[src/rtl/lbp_pkg.sv]
// Shared LBP definitions: code constants, the even-code table and decoded-entry layout.
// Used by both the encoder and the decoder so the two sides never disagree on the code map.
package lbp_pkg;

    localparam int CODE_W  = 4;
    localparam int DATA_W  = 8;
    localparam int ENTRY_W = DATA_W + 2;

    localparam logic [0:CODE_W-1] CODE_NONE = 4'b0001;

    // EVEN_CODE[i] is the code that sets m_data bit i (bit 0 = MSB, highest priority).
    localparam logic [0:CODE_W-1] EVEN_CODE [DATA_W] = '{
        4'b1110, 4'b1100, 4'b1010, 4'b1000,
        4'b0110, 4'b0100, 4'b0010, 4'b0000
    };

    typedef struct packed {
        logic [0:DATA_W-1] data;
        logic              none;
        logic              err;
    } entry_t;

endpackage

[src/rtl/lbp_code_dec.sv]
// Pure combinational mapping from one LBP code word to a decoded entry.
module lbp_code_dec
    import lbp_pkg::*;
(
    input  logic [0:CODE_W-1] code,
    output logic [0:DATA_W-1] data,
    output logic              none,
    output logic              err
);

    always_comb begin
        // NOTE: every output gets a default first so no path can infer a latch.
        data = '0;
        none = 1'b0;
        err  = 1'b0;
        if (code == CODE_NONE) begin
            none = 1'b1;
        end else if (code[CODE_W-1]) begin
            err = 1'b1;
        end else begin
            for (int i = 0; i < DATA_W; i++) begin
                if (code == EVEN_CODE[i]) data[i] = 1'b1;
            end
        end
    end

endmodule

[src/rtl/lbp_decoder.sv]
// LBP code decoder: decodes accepted codes into a 2-entry output FIFO and keeps
// saturating counts of illegal and no-bit-set codes plus a sticky error flag.
module lbp_decoder
    import lbp_pkg::*;
#(
    parameter int CNT_W = 16
) (
    input  logic              clk,
    input  logic              rst_n,
    input  logic [0:3]        s_code,
    input  logic              s_valid,
    output logic              s_ready,
    output logic [0:7]        m_data,
    output logic              m_none,
    output logic              m_err,
    output logic              m_valid,
    input  logic              m_ready,
    input  logic              clr,
    output logic [CNT_W-1:0]  err_cnt,
    output logic [CNT_W-1:0]  none_cnt,
    output logic              err_sticky
);

    entry_t            dec_entry;
    logic [0:DATA_W-1] dec_data;
    logic              dec_none;
    logic              dec_err;
    entry_t            mem [2];
    logic [1:0]        count;
    logic [1:0]        count_next;
    logic              accept;
    logic              pop;

    lbp_code_dec u_code_dec (
        .code (s_code),
        .data (dec_data),
        .none (dec_none),
        .err  (dec_err)
    );

    assign dec_entry  = '{data: dec_data, none: dec_none, err: dec_err};
    assign accept     = s_valid && s_ready;
    assign pop        = m_valid && m_ready;
    assign count_next = count + 2'(accept) - 2'(pop);

    assign m_valid = (count != 2'd0);
    assign m_data  = m_valid ? mem[0].data : '0;
    assign m_none  = m_valid && mem[0].none;
    assign m_err   = m_valid && mem[0].err;

    // s_ready is registered from the next occupancy, so it never depends on m_ready
    // combinationally and stays low until the first clock after reset.
    always_ff @(posedge clk or negedge rst_n) begin
        if (!rst_n) begin
            count   <= 2'd0;
            s_ready <= 1'b0;
            // NOTE: the two storage slots are reset too; it is cheap here and keeps
            // simulation free of X even though outputs are masked by m_valid.
            mem[0]  <= '0;
            mem[1]  <= '0;
        end else begin
            // NOTE: sequential state uses non-blocking assignments only.
            count   <= count_next;
            s_ready <= (count_next != 2'd2);
            if (pop) begin
                mem[0] <= accept ? dec_entry : mem[1];
            end else if (accept && count == 2'd0) begin
                mem[0] <= dec_entry;
            end
            if (accept && !pop && count == 2'd1) begin
                mem[1] <= dec_entry;
            end
        end
    end

    // Counters follow accepts, not pops; clr wins but still counts a coincident accept.
    always_ff @(posedge clk or negedge rst_n) begin
        if (!rst_n) begin
            err_cnt    <= '0;
            none_cnt   <= '0;
            err_sticky <= 1'b0;
        end else if (clr) begin
            err_cnt    <= CNT_W'(accept && dec_err);
            none_cnt   <= CNT_W'(accept && dec_none);
            err_sticky <= accept && dec_err;
        end else begin
            if (accept && dec_err) begin
                err_sticky <= 1'b1;
                if (!(&err_cnt)) err_cnt <= err_cnt + CNT_W'(1);
            end
            if (accept && dec_none && !(&none_cnt)) begin
                none_cnt <= none_cnt + CNT_W'(1);
            end
        end
    end

endmodule

[config.mk]
export PLATFORM = sky130hd
export DESIGN_NAME = lbp_decoder
export DESIGN_NICKNAME = d
export VERILOG_FILES = /design/src/rtl/lbp_pkg.sv /design/src/rtl/lbp_code_dec.sv /design/src/rtl/lbp_decoder.sv
export SDC_FILE = /design/constraint.sdc
export NUM_CORES = 1
export LEC_CHECK = 0
export BUFFER_PORTS_ARGS = -buffer_cell sky130_fd_sc_hd__buf_2
export CAP_MARGIN = 20
export CORE_UTILIZATION = 40
export CTS_CLUSTER_DIAMETER = 30
export CTS_CLUSTER_SIZE = 10
export DETAILED_ROUTE_END_ITERATION = 8
export PLACE_DENSITY_LB_ADDON = 0.3
export SETUP_SLACK_MARGIN = 0.1
export SYNTH_ARGS = -nofsm -noshare
export SYNTH_HDL_FRONTEND = slang
export SYNTH_SLANG_ARGS = --single-unit
[constraint.sdc]
create_clock -name clk -period 4.15 [get_ports clk]
set_input_delay 0 -clock clk [delete_from_list [all_inputs] [get_ports clk]]
set_output_delay 0 -clock clk [all_outputs]
set_load 0.01 [all_outputs]
==> results of run 1 <==
[through the flow]
stage / instances / hold slack (ns) / util / total power, mW / setup slack, ns
6_report: 456 / 0.108 / 0.479 / 1.49 / 1.94
5_1_grt: 456 / 0.105 / 0.479 / 1.60 / 1.82
4_1_cts: 455 / 0.0991 / 0.478 / 1.51 / 1.96
3_5_place_dp: 446 / 0.185 / 0.464 / 1.20 / 1.97
3_3_place_gp: 446 / 0.190 / 0.464 / 1.19 / 2.05
2_1_floorplan: 310 / -0.296 / - / 1.04 / 2.01
[where the power goes]
| group | total [mW] | switching, mW | internal [mW] |
|---|---|---|---|
| sequential | 0.699 | 0.0555 | 0.643 |
| clock | 0.308 | 0.171 | 0.137 |
| combinational | 0.486 | 0.259 | 0.227 |
| total | 1.49 | 0.486 | 1.01 |
[cell type report]
| cell class | instances | area (sq um) | share of cell area |
|---|---|---|---|
| clock buffer | 8 | 90.1 | 0.0257 |
| inverter | 6 | 22.5 | 0.00642 |
| multi-input combinational | 229 | 1570 | 0.447 |
| sequential | 56 | 1400 | 0.399 |
| tap | 99 | 124 | 0.0353 |
| timing repair buffer | 58 | 303 | 0.0863 |
[cells in the mapped netlist (2+ instances only)]
| cell type | number |
|---|---|
| or4_1 | 18 |
| clkbuf_1 | 17 |
| o211ai_1 | 2 |
| nand3_1 | 15 |
| o41ai_1 | 3 |
| nor4b_1 | 4 |
| or3_1 | 6 |
| nor3_1 | 2 |
| inv_1 | 6 |
| or4b_2 | 2 |
| o21ai_0 | 11 |
| nor2_1 | 4 |
| mux2_2 | 10 |
| or2_2 | 3 |
| o22ai_1 | 10 |
| and3_1 | 2 |
| nand2_1 | 27 |
| and2_1 | 13 |
| dfrtp_1 | 56 |
| o31ai_1 | 19 |
| o311ai_0 | 3 |
| ha_1 | 3 |
| xnor2_1 | 2 |
| nand3b_1 | 2 |
| a21oi_1 | 24 |
| nor2b_1 | 3 |
| o221a_2 | 11 |
| nor4_1 | 5 |
| nand4_1 | 8 |
| nor4bb_1 | 3 |
| and4_1 | 3 |
[metal layers]
metal / GRT usage / routed length (um) / share of wire / vias up
li1: - / - / - / 1303
met1: 0.279 / 3480 / 0.48 / 1338
met2: 0.289 / 3290 / 0.46 / 58
met3: 0.0369 / 344 / 0.048 / 6
met4: 0.0534 / 68 / 0.0095 / 0
met5: 0 / 0 / 0 / -
[flip-flops by register name (all words and copies together), names as in the netlist]
signal,flops
err_cnt,16
s_ready,1
err_sticky,1
mem,20
none_cnt,16
count,2
[worst reg2reg max path, delay by kind of cell, from the launching register on]
kind,cells,cell delay (ns)
compound gates,1,0.16
flops,1,0.41
simple gates,3,1.57
[cell families after synthesis]
family / after synthesis / synth area share
AND/OR/NAND/NOR: 125 / 0.251
AO/OA/AOI/OAI: 88 / 0.200
flip-flops: 56 / 0.457
buffers and inverters: 25 / 0.0331
multiplexers: 11 / 0.0400
adder cells (fa/ha/maj): 3 / 0.0123
XOR/XNOR: 2 / 0.00572
[how the worst min path moves through the flow]
stage | from | end | slack, ns | depth (start not counted)
finish | s_code[3] | mem[0] | 0.11 | 3
detailed placement | rst_n | none_cnt[12] | 0.19 | 2
floorplan | rst_n | count[0] | -0.30 | 0
CTS | s_code[3] | mem[0] | 0.1 | 3
global route | s_code[3] | mem[0] | 0.11 | 3
global placement | rst_n | none_cnt[10] | 0.19 | 2
[layout by cell type (no fill, tap or decap), drive strengths merged, types with 4 or more instances in the layout]
master	instances
o221a	11
or3	6
o31ai	19
dfrtp	56
clkbuf	9
nand2	27
mux2	10
a21oi	24
o22ai	10
nand4	8
nor4b	5
nor4	5
buf	56
nor2	4
or4	19
and2	13
nand3	15
inv	6
o21ai	11
==> results_dict.tcl, run 1 <==
set metrics [dict create \
    status "finished clean" \
    hp-class "primary input to register" \
    synth_edf_count 0 \
    ant_nets 0 \
    yosys.cell_types.count 44 \
    r2r-start "s_ready" \
    timing.fmax_mhz 453 \
    drive_gt1_frac 0.263 \
    p_per_area_nw_per_um2 426 \
    post_cts_buffers 0 \
    end_kind "register" \
    fillCellCount 692 \
    peakVddDrop_uv 185 \
    areaGrowthSynthToFinish_pct 14.5 \
    synth_top_area_frac 0.457 \
    grt_overflow 0 \
    ff2ff_setup_slack_ns 1.94 \
    layout.nets 368 \
    die-area_sq_um 8010 \
    wl_per_cell_um 15.8 \
    start_util 0.418 \
    async_reset_ff_frac 1.00 \
    syn_inst 310 \
    p_leak_nw 1.49 \
    seq_area_frac_synth 0.457 \
    coreArea_sq_um 7330 \
    worstMarginPinSlew_ns 0.772 \
    cpLargestDelayFamily "simple AND/OR/NAND/NOR gates" \
    drtPass1Iterations 4 \
    grt_pass1_wl_um 11800 \
    design_area_sq_um 3510 \
    path_cells "nand2_1 -> or4_4 -> or4_1 -> a21oi_1" \
    slew_viol_final 0 \
    final_hold_viol_count 0 \
    min_period_over_period 0.532 \
    grt_pass1_vias 2394 \
    port_buffers 53 \
    cts_buffers 5 \
    crit_type "register to register" \
    required_ns 4.38 \
    fin_crit_ns 2.21 \
    critPathLaunch "s_ready" \
    postPlaceCellArea_sq_um 3400 \
    die_w_um 89.5 \
    setup_viol 0 \
    path_buf_inv 0 \
    cp_max_fo 15 \
    die_h_um 89.5 \
    postSynthAreaPerCell_sq_um 9.88 \
    antenna_cells 0 \
    clock-skew-final_ns 0.00694 \
    synth_flop_cell "dfrtp_1" \
    rsz0062_at_grt "no" \
    drtIter0Drc 193 \
    synth.cell_area_sq_um 3060 \
    max_slew_margin 0.486 \
    cts_resized 0 \
    clockBufferDepth 2 \
    cts_hold_buffers 1 \
    globalplace.congestion 0.750 \
    r2r-end "none_cnt[11]" \
    cts_sinks 56 \
    cp.depth 4 \
    totalWireLength_um 7180 \
    vias_per_cell 5.93 \
    critPathSlowestCell "or4_4" \
    track_usage 0.191 \
    arrival_ns 2.44 \
    pin_count 54 \
    synth_fp_nets 322 \
    drc_errors 0 \
    fin_setup_tns_ns 0 \
    ctsRootBufferMaster "clkbuf_8" \
    grt_max_degree 57 \
    ys_warn_count 0 \
    yosys.area.top_type "dfrtp_1" \
    worstSetupStartpointType "register" \
    vias 2705 \
    r2r.worst_path.cells 4 \
    cts_tree "done" \
    synth-seq-cells 56 \
    h-tree-depth 2 \
    insertion_delay_ns 0.30 \
    clkTransAtPathRegs_ns 0.10 \
    ys_top_cells_by_area "dfrtp_1 46%, o31ai_1 4.7%, or4_1 4.4%, o221a_2 4.0%, a21oi_1 3.9%" \
    cpPeakStageDelay_ns 0.73 \
    critPathCapture "none_cnt[11]" \
    hpwl_um 4930 \
    rows 31 \
    cap_violations 0 \
    grt_antenna_before_repair 0 \
]
Power figures use the tool's default switching activity.
==> inputs of run 2 (changes only) <==
clock period = 1.95 ns   (was 4.15 ns; I/O delays follow)
==> run 2 against run 1 <==
Compared with the run above:
- via count grew 8.5%
- core utilization grew 7.3 points
- combinational power grew 140%
- largest power group unchanged
==> results_dict.tcl, run 2 (same netlist as run 1, synthesis figures left out) <==
set metrics [dict create \
    die_w_um 89.5 \
    path_buf_inv 1 \
    layout.nets 416 \
    hold_path_startpoint "s_code[0]" \
    grt_pass1_vias 2663 \
    status "finished clean" \
    worstMarginPinSlew_ns 0.876 \
    path_cells "ha_4 -> nand4_1 -> nor4_4 -> buf_4 -> nor4_2 -> mux2_2" \
    rows 31 \
    drive_gt1_frac 0.412 \
    hp-class "primary input to register" \
    pin_count 54 \
    areaGrowthSynthToFinish_pct 32.0 \
    regMostFlops "mem" \
    end_kind "register" \
    slew_viol_final 0 \
    r2r-start "err_cnt[1]" \
    clkTransAtPathRegs_ns 0.11 \
    holdPathEnd "mem[1]" \
    fin_crit_ns 1.87 \
    peakVddDrop_uv 792 \
    cpLargestDelayFamily "simple AND/OR/NAND/NOR gates" \
    reg.largest.list "mem (20), err_cnt (16), none_cnt (16)" \
    setup_ws_ns 0.0830 \
    start_util 0.418 \
    ff2ff_setup_slack_ns 0.08 \
    required_ns 2.17 \
    dp_slack_ns -0.0824 \
    drtPass1Iterations 4 \
    totalWireLength_um 8100 \
    design_area_sq_um 4040 \
    max_slew_margin 0.416 \
    h-tree-depth 2 \
    antenna_cells 0 \
    port_buffers 53 \
    grt_antenna_before_repair 0 \
    dp.cells 476 \
    drc_errors 0 \
    r2r.worst_path.cells 6 \
    grt_max_degree 37 \
    ant_nets 0 \
    cts_buffers 5 \
    holdPathStages 3 \
    coreArea_sq_um 7330 \
    drtIter0Drc 309 \
    hpwl_um 5370 \
    ctsRootBufferMaster "clkbuf_8" \
    cap_violations 0 \
    timing.fmax_mhz 536 \
    rsz0062_at_grt "yes" \
    vias 2934 \
    arrival_ns 2.09 \
    cts_sinks 56 \
    setup_viol 0 \
    die-area_sq_um 8010 \
    clockBufferDepth 2 \
    worstSetupStartpointType "register" \
    final_common_cell "dfrtp_1" \
    layout.cells.non_filler 504 \
    final_hold_viol_count 0 \
    p_per_area_nw_per_um2 857 \
    die_h_um 89.5 \
    track_usage 0.207 \
    largest_reg_flops 20 \
    vias_per_cell 5.82 \
    cp_max_fo 5 \
    critPathSlowestCell "nor4_4" \
    wl_per_cell_um 16.1 \
    fin_setup_tns_ns 0 \
    postPlaceCellArea_sq_um 3670 \
    grt_pass1_wl_um 12700 \
    insertion_delay_ns 0.32 \
    cpPeakStageDelay_ns 0.46 \
    grt_overflow 0 \
    r2r-end "err_cnt[15]" \
    crit_type "register to register" \
    whs_ns 0.0881 \
    clock-skew-final_ns 0.0153 \
    cts_tree "done" \
    final_cell_mix "55 x dfrtp_1, 53 x buf_2, 47 x buf_4, 25 x nand2_1, 19 x a21oi_1" \
    p_leak_nw 1.77 \
    min_period_over_period 0.957 \
    globalplace.congestion 0.806 \
]
[run 2: cell types whose count changed in the layout (fill, tap and decap cells not counted), moves of 3 or more]
cell	change
a21oi_2	+5
buf_4	+44
o31ai_2	+3
o31ai_1	-3
a21oi_1	-5
or4_4	+6
or4_1	-5
[run 2: layer usage]
layer,track usage,vias to the layer above,share of wire
li1,-,1402,-
met1,0.278,1440,0.44
met2,0.341,86,0.49
met3,0.0342,6,0.056
met4,0.0693,0,0.010
met5,0,-,0
[run 2: layout make-up]
class                      count  area [sq um]
timing repair buffer         105           691
clock buffer                   5          68.8
tap                           99           124
clock inverter                 3          46.3
fill                         663          3290
sequential                    56          1400
inverter                       6          22.5
multi-input combinational    230          1690
[run 2: worst max-delay path by stage]
stage | start | cells past startpoint | slack (ns) | end
final | err_cnt[1] | 6 | 0.08 | err_cnt[15]
after global routing | err_cnt[1] | 6 | -0.01 | err_cnt[10]
after CTS | none_cnt[8] | 4 | 0.09 | none_cnt[13]
after detailed placement | s_code[2] | 5 | -0.08 | none_cnt[7]
after global placement | s_code[2] | 5 | -0.05 | none_cnt[10]
after floorplan | none_cnt[6] | 5 | 0.05 | none_cnt[14]
[run 2: worst min-delay path, cell delays in order]
cell and delay, ns:
buf_2 0.09, or4b_4 0.16, o21ai_0 0.10
[run 2: per-stage QoR]
step,util,power (mW)
4_1_cts,0.525,3.49
3_3_place_gp,0.500,2.64
2_1_floorplan,-,2.22
3_5_place_dp,0.500,2.67
6_report,0.552,3.46
5_1_grt,0.552,3.71
[run 2: power breakdown]
part / internal (mW) / leakage (nW) / total (mW) / switching (mW)
registers: 1.37 / 0.748 / 1.50 / 0.127
logic: 0.595 / 0.968 / 1.18 / 0.586
clock network: 0.388 / 0.0548 / 0.787 / 0.399
[run 2: timing repair]
item,CTS,global route
endpoints found under the hold margin,34,0
buffers inserted,6,13
hold buffers,1,0
setup endpoints to repair,7,27
resized for setup,2,25
pin swaps,8,21
gates cloned,1,1
